File: config.mk
export PLATFORM = sky130hd
export DESIGN_NAME = axis_pingpong_ram_ctrl
export DESIGN_NICKNAME = d
export VERILOG_FILES = /design/src/rtl/axis_pingpong_pkg.sv /design/src/rtl/pingpong_skid2.sv /design/src/rtl/axis_pingpong_ram_ctrl.sv
export SDC_FILE = /design/constraint.sdc
export NUM_CORES = 1
export LEC_CHECK = 0
export BUFFER_PORTS_ARGS = -buffer_cell sky130_fd_sc_hd__buf_2
export CAP_MARGIN = 30
export CORE_MARGIN = 2
export CORE_UTILIZATION = 57
export DETAILED_ROUTE_END_ITERATION = 8
export GPL_TIMING_DRIVEN = 0
export PLACE_DENSITY = 0.86
export SLEW_MARGIN = 10
export SYNTH_ARGS = -nofsm -noshare
export SYNTH_HDL_FRONTEND = slang
export SYNTH_SLANG_ARGS = --single-unit
export TNS_END_PERCENT = 1
File: constraint.sdc
create_clock -name S_AXIS_ACLK -period 8.6 [get_ports S_AXIS_ACLK]
set_clock_uncertainty 0.2 [all_clocks]
set_input_delay 0.43 -clock S_AXIS_ACLK [delete_from_list [all_inputs] [get_ports S_AXIS_ACLK]]
set_output_delay 0.43 -clock S_AXIS_ACLK [all_outputs]
set_load 0.1 [all_outputs]
File: src/rtl/axis_pingpong_pkg.sv
// Shared types and constants for the ping-pong RAM controller: FSM encodings,
// debug word field offsets and the per-bank depth helper.
package axis_pingpong_pkg;

  typedef enum logic [3:0] {
    W_FILL = 4'd0,
    W_WAIT = 4'd1
  } wstate_t;

  typedef enum logic [3:0] {
    R_IDLE  = 4'd0,
    R_READ  = 4'd1,
    R_DRAIN = 4'd2
  } rstate_t;

  localparam int DBG_WST_LSB    = 28;
  localparam int DBG_RST_LSB    = 24;
  localparam int DBG_FULL_LSB   = 22;
  localparam int DBG_FRAMES_LSB = 0;

  function automatic int depth_of(input int aw);
    return 1 << aw;
  endfunction

endpackage

File: src/rtl/pingpong_skid2.sv
// Two-entry output buffer with occupancy count; head entry drives the output.
// Latency: one cycle from in_vld to out_vld.
// Backpressure: none on the input side; the producer must keep count+in-flight within two.
module pingpong_skid2 #(
  parameter int W = 33
) (
  input  logic         clk,
  input  logic         rst_n,
  input  logic         in_vld,
  input  logic [W-1:0] in_dat,
  output logic         out_vld,
  input  logic         out_rdy,
  output logic [W-1:0] out_dat,
  output logic [1:0]   count
);

  logic [W-1:0] ent0;
  logic [W-1:0] ent1;
  logic         pop;

  assign pop     = out_vld & out_rdy;
  assign out_vld = (count != 2'd0);
  assign out_dat = ent0;

  always_ff @(posedge clk or negedge rst_n) begin
    if (!rst_n) begin
      count <= 2'd0;
      ent0  <= '0;
      ent1  <= '0;
    end else begin
      case ({in_vld, pop})
        2'b10: begin
          if (count == 2'd0) ent0 <= in_dat;
          else               ent1 <= in_dat;
          count <= count + 2'd1;
        end
        2'b01: begin
          ent0  <= ent1;
          count <= count - 2'd1;
        end
        2'b11: begin
          if (count == 2'd1) begin
            ent0 <= in_dat;
          end else begin
            ent0 <= ent1;
            ent1 <= in_dat;
          end
        end
        default: ;
      endcase
    end
  end

endmodule

File: src/rtl/axis_pingpong_ram_ctrl.sv
// Ping-pong bank controller: steers frame writes into the free bank, reads full banks out as a stream.
// Latency: writes 1 cycle to the RAM port; first output beat 2 cycles after the read FSM starts a bank.
// Backpressure: m_tready stalls RAM reads; wr_allow drops while both banks hold unread frames.
module axis_pingpong_ram_ctrl
  import axis_pingpong_pkg::*;
#(
  parameter int DW     = 32,
  parameter int AW     = 10,
  parameter int RD_LAT = 1
) (
  input  logic          S_AXIS_ACLK,
  input  logic          S_AXIS_ARESETN,
  input  logic          wr_en,
  input  logic [AW-1:0] wr_addr,
  input  logic [DW-1:0] wr_data,
  input  logic          wr_last,
  output logic          wr_allow,
  output logic          ram_wen,
  output logic [AW:0]   ram_waddr,
  output logic [DW-1:0] ram_wdata,
  output logic          ram_ren,
  output logic [AW:0]   ram_raddr,
  input  logic [DW-1:0] ram_rdata,
  output logic          m_tvalid,
  output logic [DW-1:0] m_tdata,
  output logic          m_tlast,
  input  logic          m_tready,
  output logic [1:0]    bank_full,
  output logic          overflow,
  output logic [31:0]   debug_state
);

  localparam logic [AW:0] DEPTH_L = (AW+1)'(depth_of(AW));

  // The single in-flight flag below assumes a one-cycle RAM.
  if (RD_LAT != 1) begin : g_rd_lat_check
    $error("axis_pingpong_ram_ctrl: only RD_LAT=1 is supported");
  end

  wstate_t       wstate, wstate_nxt;
  rstate_t       rstate, rstate_nxt;
  logic          wbank, wbank_nxt;
  logic          rbank, rbank_nxt;
  logic [AW:0]   wcnt, wcnt_inc;
  logic [AW:0]   len [2];
  logic [AW-1:0] ridx, ridx_nxt;
  logic          in_flight, in_flight_last;
  logic [15:0]   frames_rd;
  logic [1:0]    ob_count;
  logic [2:0]    occ_nxt;
  logic          wr_acc, frame_done, release_bank, issue, last_idx, pop;
  logic [1:0]    full_eff;

  assign pop        = m_tvalid & m_tready;
  assign wr_acc     = wr_en && (wstate == W_FILL);
  assign wcnt_inc   = (wr_acc && (wcnt != DEPTH_L)) ? wcnt + 1'b1 : wcnt;
  assign frame_done = (wstate == W_FILL) && wr_last && (wcnt_inc != '0);

  // A bank is handed back in the cycle its final word leaves the buffer.
  assign release_bank = (rstate == R_DRAIN) && !in_flight &&
                        ((ob_count == 2'd0) || ((ob_count == 2'd1) && pop));
  assign full_eff     = bank_full & ~(release_bank ? (2'b01 << rbank) : 2'b00);

  // Occupancy the buffer will have once this cycle's push/pop settle.
  assign occ_nxt  = {1'b0, ob_count} + {2'b00, in_flight} - {2'b00, pop};
  assign last_idx = ({1'b0, ridx} == (len[rbank] - 1'b1));
  assign issue    = (rstate == R_READ) && (occ_nxt < 3'd2);

  assign ram_ren   = issue;
  assign ram_raddr = {rbank, ridx};

  always_comb begin
    wstate_nxt = wstate;
    wbank_nxt  = wbank;
    case (wstate)
      W_FILL: begin
        if (frame_done) begin
          if (!full_eff[~wbank]) wbank_nxt  = ~wbank;
          else                   wstate_nxt = W_WAIT;
        end
      end
      W_WAIT: begin
        if (!full_eff[~wbank]) begin
          wbank_nxt  = ~wbank;
          wstate_nxt = W_FILL;
        end
      end
      default: wstate_nxt = W_FILL;
    endcase
  end

  always_comb begin
    rstate_nxt = rstate;
    rbank_nxt  = rbank;
    ridx_nxt   = ridx;
    case (rstate)
      R_IDLE: begin
        if (bank_full[rbank]) begin
          ridx_nxt   = '0;
          rstate_nxt = R_READ;
        end
      end
      R_READ: begin
        if (issue) begin
          ridx_nxt = ridx + 1'b1;
          if (last_idx) rstate_nxt = R_DRAIN;
        end
      end
      R_DRAIN: begin
        if (release_bank) begin
          rbank_nxt  = ~rbank;
          rstate_nxt = R_IDLE;
        end
      end
      default: rstate_nxt = R_IDLE;
    endcase
  end

  always_ff @(posedge S_AXIS_ACLK or negedge S_AXIS_ARESETN) begin
    if (!S_AXIS_ARESETN) begin
      wstate         <= W_FILL;
      rstate         <= R_IDLE;
      wbank          <= 1'b0;
      rbank          <= 1'b0;
      wcnt           <= '0;
      len[0]         <= '0;
      len[1]         <= '0;
      ridx           <= '0;
      bank_full      <= 2'b00;
      in_flight      <= 1'b0;
      in_flight_last <= 1'b0;
      frames_rd      <= 16'd0;
      wr_allow       <= 1'b0;
      overflow       <= 1'b0;
      ram_wen        <= 1'b0;
      ram_waddr      <= '0;
      ram_wdata      <= '0;
    end else begin
      wstate         <= wstate_nxt;
      rstate         <= rstate_nxt;
      wbank          <= wbank_nxt;
      rbank          <= rbank_nxt;
      ridx           <= ridx_nxt;
      in_flight      <= issue;
      in_flight_last <= issue && last_idx;
      wr_allow       <= (wstate_nxt == W_FILL);
      ram_wen        <= wr_acc;
      ram_waddr      <= {wbank, wr_addr};
      ram_wdata      <= wr_data;
      bank_full      <= full_eff | (frame_done ? (2'b01 << wbank) : 2'b00);
      if ((wr_en || wr_last) && (wstate != W_FILL)) overflow <= 1'b1;
      if (frame_done) begin
        len[wbank] <= wcnt_inc;
        wcnt       <= '0;
      end else begin
        wcnt       <= wcnt_inc;
      end
      if (release_bank) frames_rd <= frames_rd + 16'd1;
    end
  end

  pingpong_skid2 #(.W(DW + 1)) u_skid (
    .clk     (S_AXIS_ACLK),
    .rst_n   (S_AXIS_ARESETN),
    .in_vld  (in_flight),
    .in_dat  ({in_flight_last, ram_rdata}),
    .out_vld (m_tvalid),
    .out_rdy (m_tready),
    .out_dat ({m_tlast, m_tdata}),
    .count   (ob_count)
  );

  always_comb begin
    debug_state = '0;
    debug_state[DBG_WST_LSB +: 4]     = wstate;
    debug_state[DBG_RST_LSB +: 4]     = rstate;
    debug_state[DBG_FULL_LSB +: 2]    = bank_full;
    debug_state[DBG_FRAMES_LSB +: 16] = frames_rd;
  end

endmodule

* Yosys cells after proc, flatten, opt, wreduce, memory -nomap -nowiden *
Cells that the tools add are included.

storage, ports and cells
  memories = 0
  bits of input ports = 79
  RAM bits = 0
  logic and storage cells = 129
  ROM bits = 0
  bits in registers = 187
  output and inout port bits = 126
  latch bits = 0

operators by class
  order comparisons = 6
  reduce and logical (&&, ||, !) cells = 32
  $add $sub $neg = 8
  bitwise gates (word level) = 8
  shifts and indexed selects = 2
  equality and inequality tests = 17
  multipliers = 0
  div/mod/pow operators = 0
  multiplexer cells = 36

operator list
  operator                                                              count
  33-bit two-way mux                                                    4
  33-bit one-hot mux with 3 select lines                                1
  11-bit two-way mux                                                    6
  33-bit one-hot mux with 2 select lines                                1
  4-bit two-way mux                                                     7
  22-bit bitwise mux                                                    1
  10-bit two-way mux                                                    2
  10-bit one-hot mux with 2 select lines                                1
  16-bit by 1-bit adder with 16-bit output, second input constant       1
  2-bit inequality test, second input constant                          8
  4-bit zero test                                                       3
  4-bit one-hot mux with 3 select lines                                 1
  11-bit by 1-bit adder with 11-bit output, second input constant       1
  11-bit demux with 1-bit select                                        1
  10-bit by 11-bit == test with 1-bit output                            1
  1-bit logical AND                                                     11
  11-bit inequality test, second input constant                         1
  11-bit nonzero test                                                   1
  11-bit by 1-bit subtractor with 11-bit output, second input constant  1
  10-bit by 1-bit adder with 10-bit output, second input constant       1
  2-bit nonzero test                                                    5
  4-bit by 1-bit == test with 1-bit output, second input constant       2
  4-bit one-hot mux with 2 select lines                                 1
  1-bit two-way mux                                                     6
  other kinds (29)                                                      41

* Longest topological paths before layout *
Gate-level depths: netlist of the first run.

  word-level depth = 14
  gate-level depth with buffers = 14
  depth with buffers taken out = 14

* Cells and area by module *
A second synthesis of the first run with hierarchy kept.

second synthesis, totals
  cells, all modules = 709
  area, all modules = 8,235.4 um^2

by module, submodules not included
  module                  seq. area each (um^2)  times used  cells each  area each (um^2)
  axis_pingpong_ram_ctrl  2,927.8                1           429         5,068.6
  pingpong_skid2          1,701.6                1           280         3,166.8

* Least setup slack after synthesis of the first run *
Ideal clock, no wire load.

  path type = reg-to-reg
  start point = register u_skid.count[1]
  end point = register ridx[6]
  cell stages (with the launch flop) = 14
  buffers on the path = 1
  setup time = 74 ps
  period minus slack after synthesis = 4,520 ps
  path slack = 4,080 ps
  data arrival time = 4,246 ps
  required time = 8,326 ps
  cell sequence = dfrtp_1 inv_1 ha_1 inv_1 nand2_1 inv_1 ha_1 nor2_1 fa_1 nor4b_1 clkbuf_1 nand4_1 xor2_1 nor2_1

between the ends
  longest elaborated chain between the ends = 7
  elaborated cells on any way between the ends = 8
  those cells by class = add/sub (2); order compare (1); eq/ne (1); bitwise (1); reduce/logical (3)

RTL lines
  element                                        line                           RTL
  from (decl)                                    pingpong_skid2.sv:14           output logic [1:0] count
  from (signal assigned)                         pingpong_skid2.sv:35           count <= count + 2'd1;
  from (signal assigned)                         pingpong_skid2.sv:39           count <= count - 2'd1;
  2-bit nonzero test                             pingpong_skid2.sv:22           assign out_vld = (count != 2'd0);
  named net m_tvalid                             axis_pingpong_ram_ctrl.sv:24   output logic m_tvalid,
  1-bit AND                                      axis_pingpong_ram_ctrl.sv:54   assign pop = m_tvalid & m_tready;
  3-bit by 1-bit subtractor with 3-bit output    axis_pingpong_ram_ctrl.sv:65   assign occ_nxt = {1'b0, ob_count} + {2'b00, in_flight} - {2'b00, pop};
  3-bit by 2-bit < comparator with 1-bit output  axis_pingpong_ram_ctrl.sv:67   assign issue = (rstate == R_READ) && (occ_nxt < 3'd2);
  1-bit logical AND                              axis_pingpong_ram_ctrl.sv:67
  named net ram_ren                              axis_pingpong_ram_ctrl.sv:21   output logic ram_ren,
  2-bit inequality test (no source line)         n/a
  3-bit AND reduction (no source line)           n/a
  to (signal assigned)                           axis_pingpong_ram_ctrl.sv:143  ridx <= ridx_nxt;
  to (decl)                                      axis_pingpong_ram_ctrl.sv:46   logic [AW-1:0] ridx, ridx_nxt;

The timed path passes the listed nets, and every way through them passes these cells.
A chain may end at the register's enable or synchronous reset.

* Final worst setup path of the first run *
  start point = register u_skid.count[1]
  end point = output ram_ren

between the ends
  longest elaborated chain between the ends = 5
  elaborated cells on any way between the ends = 6
  those cells by class = add/sub (2); order compare (1); bitwise (1); reduce/logical (2)

RTL lines
  element                                                                         line
  branches (longest 2 deep; another with 2-bit by 1-bit adder with 3-bit output)  n/a
  3-bit by 1-bit subtractor with 3-bit output (*)                                 axis_pingpong_ram_ctrl.sv:65
  3-bit by 2-bit < comparator with 1-bit output (*)                               axis_pingpong_ram_ctrl.sv:67
  1-bit logical AND (*)                                                           axis_pingpong_ram_ctrl.sv:67
  to (decl)                                                                       axis_pingpong_ram_ctrl.sv:21

Every way passes the cells marked *.

==> flow_metrics.py, run 1 <==
metrics = {
    "clock_tree": {
        "clk_pin_slew_worst_paths_ns": 0.07,
        "insertion_delay_ns": 0.43,
        "h-tree-depth": 4,
        "numCtsBuffers": 17,
        "cts_tree": "yes",
        "cts_root_buffer": "clkbuf_16",
        "clock_sinks": 185,
        "cts_buffer_depth": 2,
        "ctsResizeCount": 0,
    },
    "routing": {
        "wl_per_cell_um": 16.5,
        "ant_nets": 0,
        "drt-vias-per-instance": 5.36,
        "vias": 6042,
        "remaining_drc_errors": 0,
        "drt_iter0_markers": 453,
        "dr.pass1.iters": 5,
        "wl_um": 18600,
    },
    "floorplan": {
        "die-area_sq_um": 15100,
        "fp.dieH_um": 123,
        "start_util": 0.581,
        "num_io_pins": 205,
        "core_sq_um": 13800,
        "die_w_um": 123,
        "rows": 43,
    },
    "synthesis": {
        "synth.yosys.warnings": 0,
        "yosys.area.top_type_share": 0.577,
        "async_flop_share": 1.00,
        "yosysMostFrequentCell": "dfrtp_1",
        "synth_area_leaders": "dfrtp_1 58%, mux2_2 5.5%, xnor2_1 3.8%",
        "synth_edf_count": 0,
        "synthCells": 665,
        "ys.flop_type": "dfrtp_1",
        "syn_area_per_cell_sq_um": 12.1,
        "seq_area_frac_synth": 0.577,
        "netlist_area_sq_um": 8030,
        "ys_types": 62,
        "netlist_top_cells_count": "185 x dfrtp_1, 66 x nand2_1, 41 x o21ai_0",
        "synth_area_leader_cell": "dfrtp_1",
        "ys_ff_latch": 185,
    },
    "global_routing": {
        "grt_max_degree": 101,
        "grt_pass1_vias": 6054,
        "grt_first_pass_wirelength_um": 29400,
        "grt_overflow_total": 0,
        "grt_usage": 0.252,
        "antenna_found_initial": 0,
    },
    "pwr": {
        "p_per_area_nw_per_um2": 363,
        "total_leakage_power_uw": 0.00502,
        "vdd_drop_max_v": 0.000172,
    },
    "sta": {
        "fmax_ghz": 0.235,
        "post-route-period-util": 0.494,
        "tns_ns": 0,
        "final-max-slew-violation-count": 0,
        "worst_pin_slew_ns": 0.872,
        "slew-limit-headroom": 0.415,
        "hold_slack_ns": 0.0518,
        "min_period_ns": 4.25,
        "rsz0062_at_grt": "false",
        "hold_viol": 0,
        "setup_viol": 0,
    },
    "cells_and_area": {
        "final_net_count": 1025,
        "multi_input_area_sq_um": 3160,
        "area_delta_synth_final_pct": 28.9,
        "final-seq-area_sq_um": 4630,
        "nFillCells": 940,
        "num_antenna_cells": 0,
        "layout-drive-gt1-share": 0.338,
    },
    "worst_setup_path": {
        "start_kind": "register",
        "end_kind": "primary output",
        "cp.required_ns": 7.97,
        "arrival_ns": 3.62,
        "path_max_fanout": 11,
        "worstSetupPathType": "register to primary output",
    },
    "place": {
        "port_buffers": 196,
        "dp_hpwl_um": 12600,
        "gp_congestion": 0.862,
    },
    "hold_path": {
        "hold_class": "primary input to register",
    },
    "job": {
        "drv_cap": 0,
    },
    "status": {
        "outcome": "completed",
    },
}
[cell type report]
| class | instances | share of cell area |
|---|---|---|
| multi-input combinational | 436 | 0.306 |
| clock buffer | 19 | 0.0438 |
| inverter | 14 | 0.00508 |
| buffer | 40 | 0.0213 |
| clock inverter | 13 | 0.0153 |
| sequential | 185 | 0.447 |
| timing repair buffer | 240 | 0.140 |
| tap | 180 | 0.0218 |
[registers in the layout (all words and copies together), names as in the netlist, 10 cells and up]
| signal | cells |
|---|---|
| frames_rd | 16 |
| wcnt | 11 |
| ram_waddr | 11 |
| u_skid.out_dat | 33 |
| len | 22 |
| ram_wdata | 32 |
| ridx | 10 |
| u_skid.ent1 | 33 |
[what timing repair did]
action                     4_1_cts  5_1_grt
setup endpoints to repair        0        0
hold buffers                    43        0
hold endpoints to repair       127        0
buffers inserted                 0        0
[per-layer routing]
layer	track usage	part of all wire	vias up
met5	0	0	-
met4	0.0819	0.018	0
met3	0.0730	0.050	32
met2	0.434	0.53	192
met1	0.304	0.40	2956
li1	-	-	2862
[cell families (layout without fill, tap and decap cells)]
logic type	count (synthesis)	after routing	synth area share
flip-flops	185	185	0.577
other	1	11	0.000467
multiplexers	71	71	0.106
adder cells (fa/ha/maj)	12	12	0.0196
AO/OA/AOI/OAI	108	108	0.0876
buffers and inverters	54	326	0.0340
XOR/XNOR	54	54	0.0589
AND/OR/NAND/NOR	180	180	0.117
[cell usage in the layout (no fill, tap or decap), drive strengths merged, types with 10 or more instances in the layout]
cell type / instances
buf: 214
dfrtp: 185
nand2: 67
mux2: 57
dlygate4sd3: 43
o21ai: 42
clkbuf: 42
xnor2: 35
a22oi: 34
nor2: 26
xor2: 19
inv: 19
mux2i: 14
nor3: 11
ha: 11
conb: 11
a21oi: 11
nand4: 10
and2: 10
[power breakdown]
| part | internal (uW) | total (uW) | switching, uW |
|---|---|---|---|
| Sequential | 1080 | 1210 | 133 |
| Combinational | 436 | 1750 | 1310 |
| Clock | 452 | 796 | 345 |
| Total | 1970 | 3760 | 1790 |
[critical path, stage by stage (launching register included)]
cell and delay (ns):
dfrtp_1 0.40, inv_1 0.14, ha_1 0.23, inv_1 0.07
nand2_1 0.10, inv_1 0.10, ha_1 0.28, nor2_1 0.12
fa_1 0.45, nor4b_1 0.38, clkbuf_1 0.40, buf_2 0.52
[worst paths after layout]
kind	endpoint	slack (ns)	startpoint	cells past startpoint
max in group asynchronous	ridx[9]	6.96	S_AXIS_ARESETN	3
min in group asynchronous	u_skid.out_dat[28]	0.36	S_AXIS_ARESETN	2
worst max-delay path	ram_ren	4.35	u_skid.count[1]	11
worst max register to register	in_flight_last	5.01	rbank	10
worst min-delay path	u_skid.ent1[5]	0.05	ram_rdata[5]	2
worst min register to register	frames_rd[15]	0.27	frames_rd[15]	1
[through the flow]
step,setup slack [ns],area [sq um],power (uW),util,instances
final,4.35,10400,3760,0.749,1127
after floorplan,4.08,8070,2610,-,675
after detailed placement,4.83,9310,2940,0.673,1052
after global routing,4.08,10400,3940,0.749,1127
after global placement,4.11,9270,2890,0.671,1051
after CTS,4.32,10400,3770,0.749,1127
Power figures use the tool's default switching activity.
==> inputs of run 2 (changes only) <==
CORE_UTILIZATION = 53   (was 57)
PLACE_DENSITY = 0.81   (was 0.86)
clock period = 4.4 ns   (was 8.6 ns; I/O delays follow)
==> run 2 against run 1 <==
- cell count is 3.4% higher
- critical path depth stayed put
- combinational power rose by 97%
- clock power increased by 88%
- register-to-register slack got worse by 4.3 ns
- sequential share of layout area is 1.4 points lower
- flip-flop and latch count stayed put
- non-clock buffer count grew 35
- global-route usage down 1.4 points
- worst hold slack better by 0.11 ns
==> flow_metrics.py, run 2 (synthesized netlist as in run 1, its figures left out) <==
metrics = {
    "routing": {
        "drt_iter0_markers": 385,
        "ant_nets": 0,
        "wl_per_cell_um": 16.0,
        "remaining_drc_errors": 0,
        "drt-vias-per-instance": 5.27,
        "wl_um": 18700,
        "dr.pass1.iters": 5,
        "vias": 6142,
    },
    "cells_and_area": {
        "final_common_cell": "buf_2",
        "final-seq-area_sq_um": 4630,
        "stdcell_count": 1165,
        "final_net_count": 1060,
        "nFillCells": 1014,
        "utilization": 0.730,
        "num_antenna_cells": 0,
        "area_delta_synth_final_pct": 33.1,
        "layout-drive-gt1-share": 0.324,
        "multi_input_area_sq_um": 3160,
        "final_cell_mix": "199 x buf_2, 185 x dfrtp_1, 78 x dlygate4sd3_1",
    },
    "floorplan": {
        "core_sq_um": 14600,
        "rows": 44,
        "fp.dieH_um": 127,
        "num_io_pins": 205,
        "die_w_um": 127,
        "die-area_sq_um": 16100,
        "start_util": 0.548,
    },
    "global_routing": {
        "grt_util_met1": 0.292,
        "grt_usage": 0.238,
        "antenna_found_initial": 0,
        "top_usage_layer": "met2",
        "grt_max_degree": 106,
        "grt_first_pass_wirelength_um": 30800,
        "grt_pass1_vias": 6338,
        "grt_use_met3": 0.0544,
        "grt_overflow_total": 0,
        "grt_util_met2": 0.428,
    },
    "worst_setup_path": {
        "cp.buffers_inverters": 5,
        "cp_top_family": "buffers and inverters",
        "arrival_ns": 3.49,
        "path_max_fanout": 11,
        "start_kind": "register",
        "worstSetupPathType": "register to primary output",
        "cp_cell_sequence": "inv_1, ha_1, inv_1, nand2_1, inv_1, ha_1, nor2_1, fa_1, nor4b_1, clkbuf_2, buf_2",
        "cp.required_ns": 3.98,
        "critPathMostFrequentCell": "inv_1",
        "end_kind": "primary output",
        "cp_slowest_cell": "buf_2",
        "cp_slowest_stage_delay_ns": 0.48,
    },
    "place": {
        "dp_hpwl_um": 12500,
        "dp.cells": 1056,
        "port_buffers": 196,
        "gp_congestion": 0.842,
    },
    "sta": {
        "hold_slack_ns": 0.162,
        "slew-limit-headroom": 0.384,
        "worst_pin_slew_ns": 0.925,
        "min_period_ns": 3.91,
        "final-max-slew-violation-count": 0,
        "setup_viol": 0,
        "rsz0062_at_grt": "false",
        "tns_ns": 0,
        "post-route-period-util": 0.888,
        "hold_viol": 0,
        "fmax_ghz": 0.256,
    },
    "clock_tree": {
        "insertion_delay_ns": 0.42,
        "clock_sinks": 185,
        "cts_tree": "yes",
        "cts_buffer_depth": 2,
        "ctsResizeCount": 0,
        "numCtsBuffers": 17,
        "cts_root_buffer": "clkbuf_16",
        "h-tree-depth": 4,
        "clk_pin_slew_worst_paths_ns": 0.06,
    },
    "pwr": {
        "total_leakage_power_uw": 0.00516,
        "p_per_area_nw_per_um2": 685,
        "vdd_drop_max_v": 0.000396,
    },
    "job": {
        "drv_cap": 0,
    },
    "hold_path": {
        "hold_class": "primary input to register",
    },
    "status": {
        "outcome": "completed",
    },
}
run 2: area by class of cell:
type | count | area share
Timing Repair Buffer | 275 | 0.168
Buffer | 40 | 0.0207
Clock buffer | 22 | 0.0444
Sequential cell | 185 | 0.433
Clock inverter | 9 | 0.0109
Multi-Input combinational cell | 436 | 0.296
Inverter | 14 | 0.00492
Tap cell | 184 | 0.0215
run 2: path summary, 6_finish.rpt:
kind,start,end,slack (ns),cells past startpoint
hold / removal,m_tready,u_skid.count[0],0.16,5
hold reg to reg,overflow,overflow,0.27,1
max in group asynchronous,S_AXIS_ARESETN,u_skid.count[1],2.88,3
min in group asynchronous,S_AXIS_ARESETN,u_skid.out_dat[25],0.18,2
setup reg to reg,rbank,in_flight_last,0.67,10
setup / recovery,u_skid.count[1],ram_ren,0.49,11
run 2: stage by stage:
step | instance area, sq um | setup WS (ns) | power (uW)
2_1_floorplan | 8070 | 0.376 | 5110
3_3_place_gp | 9280 | 0.0752 | 5670
3_5_place_dp | 9320 | 0.771 | 5740
4_1_cts | 10700 | 0.470 | 7320
5_1_grt | 10700 | 0.317 | 7690
6_report | 10700 | 0.491 | 7320
run 2: power breakdown:
group	switching, uW	total, uW	leakage [uW]	internal, uW
registers	252	2360	0.00232	2110
logic	2580	3450	0.00255	874
clock network	621	1500	0.000287	884
total	3450	7320	0.00516	3870
run 2: metal layers:
layer | wire length (um) | vias up
li1 | - | 2911
met1 | 7640 | 2996
met2 | 9700 | 204
met3 | 1040 | 31
met4 | 292 | 0
met5 | 0 | -
run 2: worst min-delay path: cells and delay by family:
family / cells / cell delay, ns
xor gates and xnor gates: 1 / 0.07
adders and majority gates: 1 / 0.19
buffers and inverters: 2 / 0.20
and+or+nand+nor: 1 / 0.06
run 2: what timing repair did:
item,CTS,global route
hold buffers,78,0
endpoints found under the hold margin,189,0
endpoints found under the setup margin,0,0
setup buffers,0,0
==> inputs of run 3 (changes only) <==
REMOVE_ABC_BUFFERS = 1   (was unset)
==> run 3 against run 2 <==
- flip-flop and latch count stayed put
- worst setup slack better by 0.0028 ns
- design area shrank 1.0%
==> flow_metrics.py, run 3 (synthesized netlist as in run 1, its figures left out) <==
metrics = {
    "status": {
        "outcome": "completed",
    },
    "floorplan": {
        "rows": 44,
        "core_sq_um": 14600,
        "fp.dieH_um": 127,
        "die-area_sq_um": 16100,
        "die_w_um": 127,
        "start_util": 0.548,
        "num_io_pins": 205,
    },
    "pwr": {
        "seqPwrFrac": 0.328,
        "total_leakage_power_uw": 0.00506,
        "p_comb_frac": 0.474,
        "p_sw_uw": 3520,
        "p_sw_frac": 0.480,
        "vdd_drop_max_v": 0.000464,
        "p_per_area_nw_per_um2": 693,
        "p_int_uw": 3810,
        "pwr-share-clk": 0.198,
    },
    "worst_setup_path": {
        "cp_slowest_stage_delay_ns": 0.46,
        "worstSetupPathType": "register to primary output",
        "cp.required_ns": 3.98,
        "r2r_cells": 13,
        "cp_slowest_cell": "fa_1",
        "critPathMostFrequentCell": "inv_1",
        "cp_cell_sequence": "inv_1, ha_1, inv_1, nand2_1, inv_1, ha_1, nor2_1, fa_1, nor4b_2, buf_4, buf_2",
        "start_kind": "register",
        "end_kind": "primary output",
        "path_max_fanout": 10,
        "arrival_ns": 3.49,
    },
    "clock_tree": {
        "cts_buffer_depth": 2,
        "post_cts_buffers": 0,
        "insertion_delay_ns": 0.43,
        "cts_tree": "yes",
        "clk_pin_slew_worst_paths_ns": 0.07,
        "clock_sinks": 185,
        "ctsResizeCount": 0,
        "cts_root_buffer": "clkbuf_16",
        "h-tree-depth": 4,
        "numCtsBuffers": 17,
    },
    "cells_and_area": {
        "utilization": 0.722,
        "layout-drive-gt1-share": 0.329,
        "final_net_count": 1025,
        "final_cell_mix": "195 x buf_2, 185 x dfrtp_1, 78 x dlygate4sd3_1",
        "stdcell_count": 1130,
        "area_delta_synth_final_pct": 31.7,
        "final_common_cell": "buf_2",
        "num_antenna_cells": 0,
    },
    "global_routing": {
        "grt_max_degree": 94,
        "grt_overflow_total": 0,
        "grt_first_pass_wirelength_um": 30900,
        "grt_usage": 0.240,
        "grt_pass1_vias": 6168,
        "antenna_found_initial": 0,
    },
    "sta": {
        "min_period_ns": 3.91,
        "tns_ns": 0,
        "final-max-slew-violation-count": 0,
        "worst_slack_ns": 0.493,
        "slew-limit-headroom": 0.388,
        "setup_viol": 0,
        "hold_slack_ns": 0.176,
        "fmax_ghz": 0.256,
        "hold_viol": 0,
        "worst_pin_slew_ns": 0.918,
        "post-route-period-util": 0.888,
        "rsz0062_at_grt": "false",
    },
    "place": {
        "dp_hpwl_um": 11600,
        "port_buffers": 196,
        "dp.cells": 1021,
        "gp_congestion": 0.873,
        "pre_cts_ws_ns": 0.771,
    },
    "routing": {
        "drt-vias-per-instance": 5.39,
        "drt-met1-wl_um": 7700,
        "remaining_drc_errors": 0,
        "drt_iter0_markers": 461,
        "wl_um": 18800,
        "wl_met2_um": 9680,
        "wl_met3_um": 1080,
        "dr.pass1.iters": 7,
        "vias": 6094,
        "wl_per_cell_um": 16.6,
        "ant_nets": 0,
        "routed.top_layer": "met4",
    },
    "job": {
        "drv_cap": 0,
    },
    "hold_path": {
        "hold_class": "primary input to asynchronous set/reset pin",
    },
}
[run 3: path summary, 6_finish.rpt]
| check | from | to | slack, ns |
|---|---|---|---|
| setup / recovery | u_skid.count[1] | ram_ren | 0.49 |
| hold / removal | S_AXIS_ARESETN | u_skid.out_dat[28] | 0.18 |
| setup reg to reg | u_skid.count[1] | ridx[9] | 0.72 |
| hold reg to reg | overflow | overflow | 0.28 |
| max in group asynchronous | S_AXIS_ARESETN | ram_wdata[18] | 2.92 |
| min in group S_AXIS_ACLK | m_tready | u_skid.count[0] | 0.20 |
[run 3: final cells by class]
type	instances	area (sq um)
Clock buffer	19	443
Clock inverter	12	119
Fill cell	942	4070
Inverter	14	52.6
Multi-Input combinational cell	436	3200
Sequential cell	185	4630
Tap cell	184	230
Timing Repair Buffer	280	1900
[run 3: timing repair]
action / in CTS / in global routing
setup endpoints to repair: 0 / 0
hold buffers: 78 / 0
hold endpoints to repair: 200 / 0
[run 3: through the flow]
| step | total power (uW) | area, sq um |
|---|---|---|
| 5_1_grt | 7680 | 10600 |
| 4_1_cts | 7320 | 10600 |
| 2_1_floorplan | 5010 | 7850 |
| 6_report | 7330 | 10600 |
| 3_5_place_dp | 5800 | 9230 |
| 3_3_place_gp | 5630 | 9060 |
[run 3: worst max-delay path, delay by kind of cell (launching register included)]
kind,cells,cell delay (ns)
simple gates,3,0.60
flops,1,0.40
fa+ha+maj,3,1.03
buf+inv,5,1.00
[run 3: metal layers]
metal | vias to the layer above | GRT usage
met5 | - | 0
li1 | 2852 | -
met1 | 2988 | 0.294
met3 | 30 | 0.0561
met4 | 0 | 0.0776
met2 | 224 | 0.421
[run 3: power by group through the flow]
| stage | clock (uW) | sequential (uW) | combinational [uW] |
|---|---|---|---|
| finish | 1450 | 2400 | 3470 |
| global route | 1560 | 2450 | 3670 |
| CTS | 1480 | 2390 | 3450 |
| detailed placement | 0 | 2410 | 3380 |
| global placement | 0 | 2390 | 3240 |
| floorplan | 0 | 3800 | 1210 |
